<file path="config.mk">
export PLATFORM = sky130hd
export DESIGN_NAME = onehot_cnt
export DESIGN_NICKNAME = d
export VERILOG_FILES = /design/src/rtl/watch_pkg.sv /design/src/rtl/onehot_dec.sv /design/src/rtl/onehot_cnt.sv
export SDC_FILE = /design/constraint.sdc
export NUM_CORES = 1
export LEC_CHECK = 0
export ABC_AREA = 1
export CORE_MARGIN = 4
export CORE_UTILIZATION = 44
export DETAILED_ROUTE_END_ITERATION = 8
export PLACE_DENSITY = 0.77
export SLEW_MARGIN = 20
export SYNTH_ARGS = -nofsm -noshare
export SYNTH_HDL_FRONTEND = slang
export SYNTH_SLANG_ARGS = --single-unit
</file>
<file path="constraint.sdc">
create_clock -name CLK -period 1.65 [get_ports CLK]
set_input_delay 0.165 -clock CLK [delete_from_list [all_inputs] [get_ports CLK]]
set_output_delay 0.165 -clock CLK [all_outputs]
set_load 0.03 [all_outputs]
</file>
<file path="src/rtl/watch_pkg.sv">
// Shared constants and helpers for the stopwatch digit chain.
package watch_pkg;

  localparam int N_DIGIT = 10;
  localparam int W_DIGIT = 4;

  // Smallest r such that 2**r >= value; used to size binary index ports.
  function automatic int clog2(input int value);
    int r;
    r = 0;
    for (int i = 0; i < 32; i++) begin
      if ((64'd1 << i) < 64'(value)) r = i + 1;
    end
    return r;
  endfunction

endpackage

</file>
<file path="src/rtl/onehot_dec.sv">
// Combinational binary-to-one-hot decoder; out-of-range indices decode to bit 0.
module onehot_dec #(
  parameter int N = 10,
  parameter int W = 4
) (
  input  logic [W-1:0] i_bin,
  output logic [N-1:0] o_onehot
);

  logic w_in_range;

  assign w_in_range = (32'(i_bin) < N);

  always_comb begin
    o_onehot = '0;
    for (int k = 0; k < N; k++) begin
      o_onehot[k] = (32'(i_bin) == k);
    end
    if (!w_in_range) o_onehot[0] = 1'b1;
  end

endmodule

</file>
<file path="src/rtl/onehot_cnt.sv">
// Registered one-hot position counter with wrap/saturate, load and a
// combinational terminal-count strobe for cascading digits.
module onehot_cnt
  import watch_pkg::*;
#(
  parameter int N       = N_DIGIT,
  parameter int W       = W_DIGIT,
  parameter int WRAP    = 1,
  parameter int RST_POS = 0
) (
  input  logic         CLK,
  input  logic         RESET,
  input  logic         CE,
  input  logic         UP,
  input  logic         LOAD,
  input  logic [W-1:0] LOAD_VAL,
  output logic [W-1:0] BIN,
  output logic [N-1:0] ONE_HOT,
  output logic         TC
);

  if (N < 2 || W < clog2(N) || RST_POS < 0 || RST_POS >= N) begin : g_bad_param
    $error("onehot_cnt: illegal parameters N=%0d W=%0d RST_POS=%0d", N, W, RST_POS);
  end

  localparam logic [W-1:0] LAST    = W'(N - 1);
  localparam logic [W-1:0] FIRST   = '0;
  localparam logic [W-1:0] RST_BIN = W'(RST_POS);
  localparam logic [N-1:0] RST_OH  = N'(1) << RST_POS;

  logic [W-1:0] r_bin;
  logic [N-1:0] r_onehot;
  logic [W-1:0] w_next_bin;
  logic [N-1:0] w_next_oh;
  logic         w_at_last;
  logic         w_at_first;
  logic         w_load_ok;

  assign w_at_last  = (r_bin == LAST);
  assign w_at_first = (r_bin == FIRST);
  assign w_load_ok  = (32'(LOAD_VAL) < N);

  // Wrap targets are chosen explicitly since 2**W may exceed N.
  always_comb begin
    w_next_bin = r_bin;
    if (LOAD) begin
      w_next_bin = w_load_ok ? LOAD_VAL : FIRST;
    end else if (CE) begin
      if (UP) begin
        if (w_at_last) w_next_bin = (WRAP != 0) ? FIRST : LAST;
        else           w_next_bin = r_bin + W'(1);
      end else begin
        if (w_at_first) w_next_bin = (WRAP != 0) ? LAST : FIRST;
        else            w_next_bin = r_bin - W'(1);
      end
    end
  end

  onehot_dec #(
    .N(N),
    .W(W)
  ) u_dec (
    .i_bin   (w_next_bin),
    .o_onehot(w_next_oh)
  );

  always_ff @(posedge CLK or posedge RESET) begin
    if (RESET) begin
      r_bin    <= RST_BIN;
      r_onehot <= RST_OH;
    end else begin
      r_bin    <= w_next_bin;
      r_onehot <= w_next_oh;
    end
  end

  assign BIN     = r_bin;
  assign ONE_HOT = r_onehot;
  assign TC      = CE & ~LOAD & ((UP & w_at_last) | (~UP & w_at_first));

endmodule

</file>
==> results of run 1 <==
[layout by cell type, fill, tap and decap left out]
| cell | netlist | layout |
|---|---|---|
| nor3_1 | 4 | 3 |
| clkbuf_8 | 0 | 1 |
| inv_4 | 0 | 2 |
| dfstp_2 | 1 | 1 |
| nand2_4 | 4 | 4 |
| clkbuf_4 | 0 | 3 |
| o21ai_0 | 3 | 3 |
| nand2_1 | 20 | 20 |
| inv_1 | 5 | 5 |
| inv_2 | 5 | 3 |
| nand3_2 | 3 | 3 |
| buf_4 | 0 | 3 |
| clkdlybuf4s50_1 | 0 | 21 |
| dfrtp_1 | 13 | 11 |
| nor2_4 | 1 | 1 |
| a21oi_1 | 5 | 5 |
| nand3_1 | 10 | 10 |
| nand4_1 | 2 | 2 |
| nor3_2 | 0 | 1 |
| a31oi_1 | 1 | 1 |
| dlymetal6s2s_1 | 0 | 1 |
| dfrtp_2 | 0 | 2 |
| nor2_2 | 2 | 3 |
| nor2_1 | 11 | 10 |
| nand2_2 | 3 | 3 |
[flip-flops by register name, indices dropped and copies added (netlist names)]
name	cells
ONE_HOT	10
BIN	4
[how the worst max path moves through the flow]
stage          slack (ns)                   end  cells past startpoint
2_1_floorplan        0.14                    TC                      5
3_3_place_gp         0.08  ONE_HOT[3]$_DFF_PP0_                      9
3_5_place_dp         0.07  ONE_HOT[3]$_DFF_PP0_                      9
4_1_cts              0.02                BIN[0]                      1
5_1_grt             0.001            ONE_HOT[0]                      1
6_report             0.03            ONE_HOT[0]                      1
[final cells by class]
| cell class | count | area, sq um | share of cell area |
|---|---|---|---|
| timing repair buffer | 25 | 245.2 | 0.2295 |
| tap | 16 | 20.02 | 0.01874 |
| multi-input combinational | 69 | 370.4 | 0.3466 |
| clock buffer | 4 | 36.28 | 0.03396 |
| sequential | 14 | 354.1 | 0.3314 |
| inverter | 10 | 42.54 | 0.03981 |
[worst reg2reg max path: cells and delay by family (launching register included)]
family                 cells  cell delay [ns]
AND/OR/NAND/NOR            8             0.74
buffers and inverters      1             0.11
flip-flops                 1             0.46
[cell families (layout without fill, tap and decap cells)]
| logic type | count (synthesis) | count (layout) | synth area share |
|---|---|---|---|
| flip-flops | 14 | 14 | 0.4676 |
| AO/OA/AOI/OAI | 9 | 9 | 0.06156 |
| buffers and inverters | 10 | 39 | 0.04992 |
| AND/OR/NAND/NOR | 60 | 60 | 0.4210 |
[per-layer routing]
metal | global-route usage | wire (um) | up-vias | part of all wire
met1 | 0.1919 | 742 | 316 | 0.47
met5 | 0 | 0 | - | 0
li1 | - | - | 360 | -
met3 | 0.05810 | 72 | 2 | 0.046
met2 | 0.2143 | 749 | 15 | 0.48
met4 | 0.01422 | 8 | 0 | 0.0051
[stage by stage]
stage / cells / power [mW] / hold slack (ns) / instance area (sq um)
5_1_grt: 138 / 1.038 / 0.2590 / 1069
6_report: 138 / 0.9784 / 0.2126 / 1069
4_1_cts: 137 / 0.9790 / 0.2291 / 1049
3_5_place_dp: 133 / 0.7409 / 0.5219 / 1012
3_3_place_gp: 133 / 0.7374 / 0.5105 / 1012
2_1_floorplan: 93 / 0.6221 / 0.05350 / 757.0
[timing repair]
action	4_1_cts	5_1_grt
hold buffers	0	0
resized for setup	0	6
setup endpoints to repair	0	3
buffers inserted	0	1
[synthesized netlist by cell type]
| cell type | n |
|---|---|
| a21oi_1 | 5 |
| a31oi_1 | 1 |
| dfrtp_1 | 13 |
| dfstp_2 | 1 |
| inv_1 | 5 |
| inv_2 | 5 |
| nand2_1 | 20 |
| nand2_2 | 3 |
| nand2_4 | 4 |
| nand3_1 | 10 |
| nand3_2 | 3 |
| nand4_1 | 2 |
| nor2_1 | 11 |
| nor2_2 | 2 |
| nor2_4 | 1 |
| nor3_1 | 4 |
| o21ai_0 | 3 |
[where the power goes]
group          leakage (nW)  internal (mW)  switching [mW]
registers             0.181          0.377          0.0267
logic                 0.310          0.132           0.208
clock network        0.0210          0.134           0.100
==> impl_metrics.tcl, run 1 <==
set metrics [dict create \
    r2r_start "BIN[0]$_DFF_PP0_" \
    fin_nets 132 \
    insertedDiodeCount 0 \
    fin_crit_sh 0.9789 \
    period_minus_slack_ns 1.615 \
    drv_cap 0 \
    yosysSeqAreaShare 0.4676 \
    setup_slack_ns 0.03476 \
    synth_area_leaders "dfrtp_1 (43%), nand2_1 (10%), nand3_1 (6.7%)" \
    slew_headroom 0.6755 \
    ioPinCount 24 \
    peakVddDrop_mv 0.7105 \
    startpoint "ONE_HOT[0]$_DFF_PP1_" \
    leakagePower_nw 0.5123 \
    post-place-ws_ns 0.06581 \
    status "finished clean" \
    cp.required_ns 1.48 \
    via_per_inst 5.022 \
    drive_gt1_frac 0.2459 \
    r2r_cells 9 \
    first_pass_iters 4 \
    worstReg2RegEnd "ONE_HOT[3]$_DFF_PP0_" \
    drv_slew 0 \
    post-route-drc-count 0 \
    hp-class "input port to asynchronous set/reset pin" \
    area_growth_pct 42.10 \
    cts_sinks 14 \
    clk_latency_ns 0.27 \
    path_buf_inv 1 \
    numCtsBuffers 3 \
    cts_root_buffer "clkbuf_4" \
    cts_htree_levels 1 \
    syn_avg_cell_area_sq_um 8.086 \
    final_util 0.6854 \
    grt-ovfl-total 0 \
    hold_viol 0 \
    grt_pass1_vias 617 \
    drtIter0Drc 21 \
    crit_chain "clkdlybuf4s50_1" \
    grt_first_pass_wirelength_um 2697 \
    synth_warnings 0 \
    antenna_found_initial 0 \
    tightest_slew_ns 0.4863 \
    die_x_um 49.34 \
    grt_max_degree 15 \
    worstSetupStartpointType "flip-flop" \
    rows 14 \
    numPortBuffers 23 \
    worstPathMaxFanout 1 \
    slowest_delay_ns 0.66 \
    worst_clock_skew_ns 0.004818 \
    die_h_um 49.34 \
    synth_cells 93 \
    place.gp.congestion 0.9208 \
    die-area_sq_mm 0.002434 \
    end_kind "output port" \
    tns_ns 0 \
    powerDensity_mw_per_mm2 915.7 \
    grt_usage 0.1407 \
    wirelength_um 1572 \
    antenna_left 0 \
    synth_seq_cells 14 \
    synth_cell_types 17 \
    dp_hpwl_um 1215 \
    wl_per_cell_um 11.39 \
    nFillCells 125 \
    vias 693 \
    setup_viol 0 \
    tritoncts "done" \
    synthesis.area_sq_um 752.0 \
    yosys.area.top_type "dfrtp_1" \
    start_util 0.4823 \
    crit_path_top_delay_cell "clkdlybuf4s50_1" \
    criticalPathCategory "flip-flop to output port" \
    rsz0062_at_grt "false" \
    crit_arrival_ns 1.45 \
    core-area_sq_mm 0.001559 \
    cpLargestDelayFamily "buffers and inverters" \
    clk_pin_slew_ns 0.08 \
    r2r_setup_slack_ns 0.27 \
    syn_nets 102 \
    fmax_mhz 619.1 \
    clock_path_buffers 2 \
    yosys.area.top_type_share 0.4326 \
]
(Power assumes the default switching activity.)
==> run 2, diff against run 1 <==
--- a/config.mk
+++ b/config.mk
@@ -14,3 +14,4 @@
 export SYNTH_ARGS = -nofsm -noshare
 export SYNTH_HDL_FRONTEND = slang
 export SYNTH_SLANG_ARGS = --single-unit
+export TNS_END_PERCENT = 50
==> results of run 2 <==
The final DEF is identical to that of run 1; final timing and power are the same.
==> run 3, diff against run 2 <==
==> constraint.sdc (replaced) <==
create_clock -name CLK -period 1.65 [get_ports CLK]
set_input_delay 0.165 -clock CLK [delete_from_list [all_inputs] [get_ports CLK]]
set_output_delay 0.165 -clock CLK [all_outputs]
set_load 0.1 [all_outputs]
==> impl_metrics.tcl, run 3 (synthesis results as in run 1) <==
set metrics [dict create \
    clk_latency_ns 0.28 \
    core-area_sq_mm 0.001559 \
    fin_nets 142 \
    grt-ovfl-total 0 \
    rsz0062_at_grt "true" \
    worstSetupStartpointType "flip-flop" \
    vias 806 \
    tritoncts "done" \
    leakagePower_nw 0.6318 \
    die_h_um 49.34 \
    violations "negative setup slack" \
    final_common_cell "nand2_1" \
    drv_slew 0 \
    drtIter0Drc 27 \
    die_x_um 49.34 \
    hold_viol 0 \
    fin_crit_sh 1.054 \
    place.gp.congestion 0.8044 \
    peakVddDrop_mv 0.8012 \
    wirelength_um 2308 \
    insertedDiodeCount 0 \
    grt_max_degree 15 \
    cts_root_buffer "clkbuf_4" \
    postCtsHoldBufs 0 \
    cp_common_cell "nand2_1" \
    setup_viol 7 \
    combPwrFrac 0.507 \
    end_kind "flip-flop" \
    area_growth_pct 82.36 \
    worst_clock_skew_ns 0.01199 \
    dp.cells 133 \
    stdcell_area_sq_mm 0.001371 \
    post-place-ws_ns 0.02833 \
    antenna_left 0 \
    largest_register_ff_count 10 \
    clock_path_buffers 2 \
    slowest_delay_ns 0.51 \
    slew_headroom 0.6487 \
    clk_pin_slew_ns 0.09 \
    numCtsBuffers 3 \
    cp.required_ns 1.86 \
    worstPathMaxFanout 7 \
    drive_gt1_frac 0.5076 \
    p_int_uw 764.3 \
    period_minus_slack_ns 1.739 \
    switching_share 0.4349 \
    start_util 0.4823 \
    wl_per_cell_um 15.59 \
    postPlaceCellArea_sq_mm 0.001194 \
    r2r_setup_slack_ns -0.09 \
    powerDensity_mw_per_mm2 986.2 \
    fmax_mhz 575.2 \
    status "finished, violations left" \
    numPortBuffers 23 \
    fin_cells 148 \
    drv_cap 0 \
    crit_arrival_ns 1.95 \
    clkPwrFrac 0.182 \
    final_util 0.8796 \
    hp-class "input port to asynchronous set/reset pin" \
    cts_htree_levels 1 \
    ioPinCount 24 \
    grt_pass1_vias 704 \
    criticalPathCategory "flip-flop to flip-flop" \
    post-route-drc-count 0 \
    crit_chain "buf_4 -> buf_4 -> nand3_2 -> nand2_1 -> nand2_1 -> nand2_1 -> nand2_1 -> nand2_1 -> nand2_2 -> nand2_4 -> buf_4 -> nor3_2" \
    r2r_start "BIN[1]$_DFF_PP0_" \
    dp_hpwl_um 1462 \
    layout_common_cells "nand2_1 (17), buf_12 (15), buf_4 (12), dfrtp_1 (9)" \
    power_switching_uw 588.1 \
    die-area_sq_mm 0.002434 \
    grt_first_pass_wirelength_um 3229 \
    tightest_slew_ns 0.5263 \
    first_pass_iters 4 \
    cts_sinks 14 \
    grt_usage 0.1743 \
    power_frac_seq 0.312 \
    via_per_inst 5.446 \
    startpoint "BIN[1]$_DFF_PP0_" \
    crit_path_top_delay_cell "dfrtp_4" \
    setup_slack_ns -0.08859 \
    antenna_found_initial 0 \
    rows 14 \
]
-- run 3: cell types whose count changed in the layout (fill, tap and decap cells not counted), moves of 3 or more --
cell,delta
buf_4,+9
nor3_1,-3
buf_12,+15
nand2_2,+3
clkdlybuf4s50_1,-13
nand2_1,-3
dfrtp_4,+4
-- run 3: worst paths after layout --
kind                                         to  cells past startpoint
max in group asynchronous      BIN[3]$_DFF_PP0_                      2
min in group CLK               BIN[1]$_DFF_PP0_                      3
max                        ONE_HOT[3]$_DFF_PP0_                     12
max reg2reg                ONE_HOT[3]$_DFF_PP0_                     12
min reg2reg                ONE_HOT[2]$_DFF_PP0_                      5
min                            BIN[0]$_DFF_PP0_                      2
-- run 3: timing repair --
item                                    in CTS  in global routing
resized for setup                            2                 13
setup buffers                                5                  6
endpoints found under the setup margin       1                 11
endpoints found under the hold margin        0                  0
pin swaps                                    1                  9
-- run 3: cell type report --
class                   count  area (sq um)
repair buffers             35         470.5
multi-input cells          69         435.4
flip-flops and latches     14         366.6
fillers                    72         187.7
inverters                  10         42.54
clock buffers               4         36.28
well taps                  16         20.02
-- run 3: worst max-delay path: cells and delay by family (launching register included) --
family	cells	cell delay [ns]
flip-flops	1	0.51
buffers and inverters	3	0.44
AND/OR/NAND/NOR	9	0.71
-- run 3: layer usage --
layer	up-vias	global-route usage	wire (um)	share of wire
met5	-	0	0	0
met4	0	0.02844	17	0.0074
met3	2	0.06422	139	0.060
met2	32	0.2902	1229	0.53
met1	387	0.2169	921	0.40
li1	385	-	-	-
-- run 3: power groups by stage --
stage | Combinational [mW] | Clock (mW) | Sequential [mW]
after floorplan | 0.164 | 0 | 0.644
final | 0.685 | 0.246 | 0.421
after CTS | 0.625 | 0.248 | 0.417
after global placement | 0.581 | 0 | 0.436
after global routing | 0.715 | 0.271 | 0.425
after detailed placement | 0.586 | 0 | 0.438
-- run 3: metrics by stage --
step | power, mW | TNS (ns) | hold WS, ns
floorplan | 0.8080 | -0.2971 | 0.05358
global placement | 1.017 | 0 | 0.5129
detailed placement | 1.024 | 0 | 0.5293
CTS | 1.290 | -0.03493 | 0.2214
global route | 1.411 | -1.035 | 0.2679
finish | 1.352 | -0.2409 | 0.2245
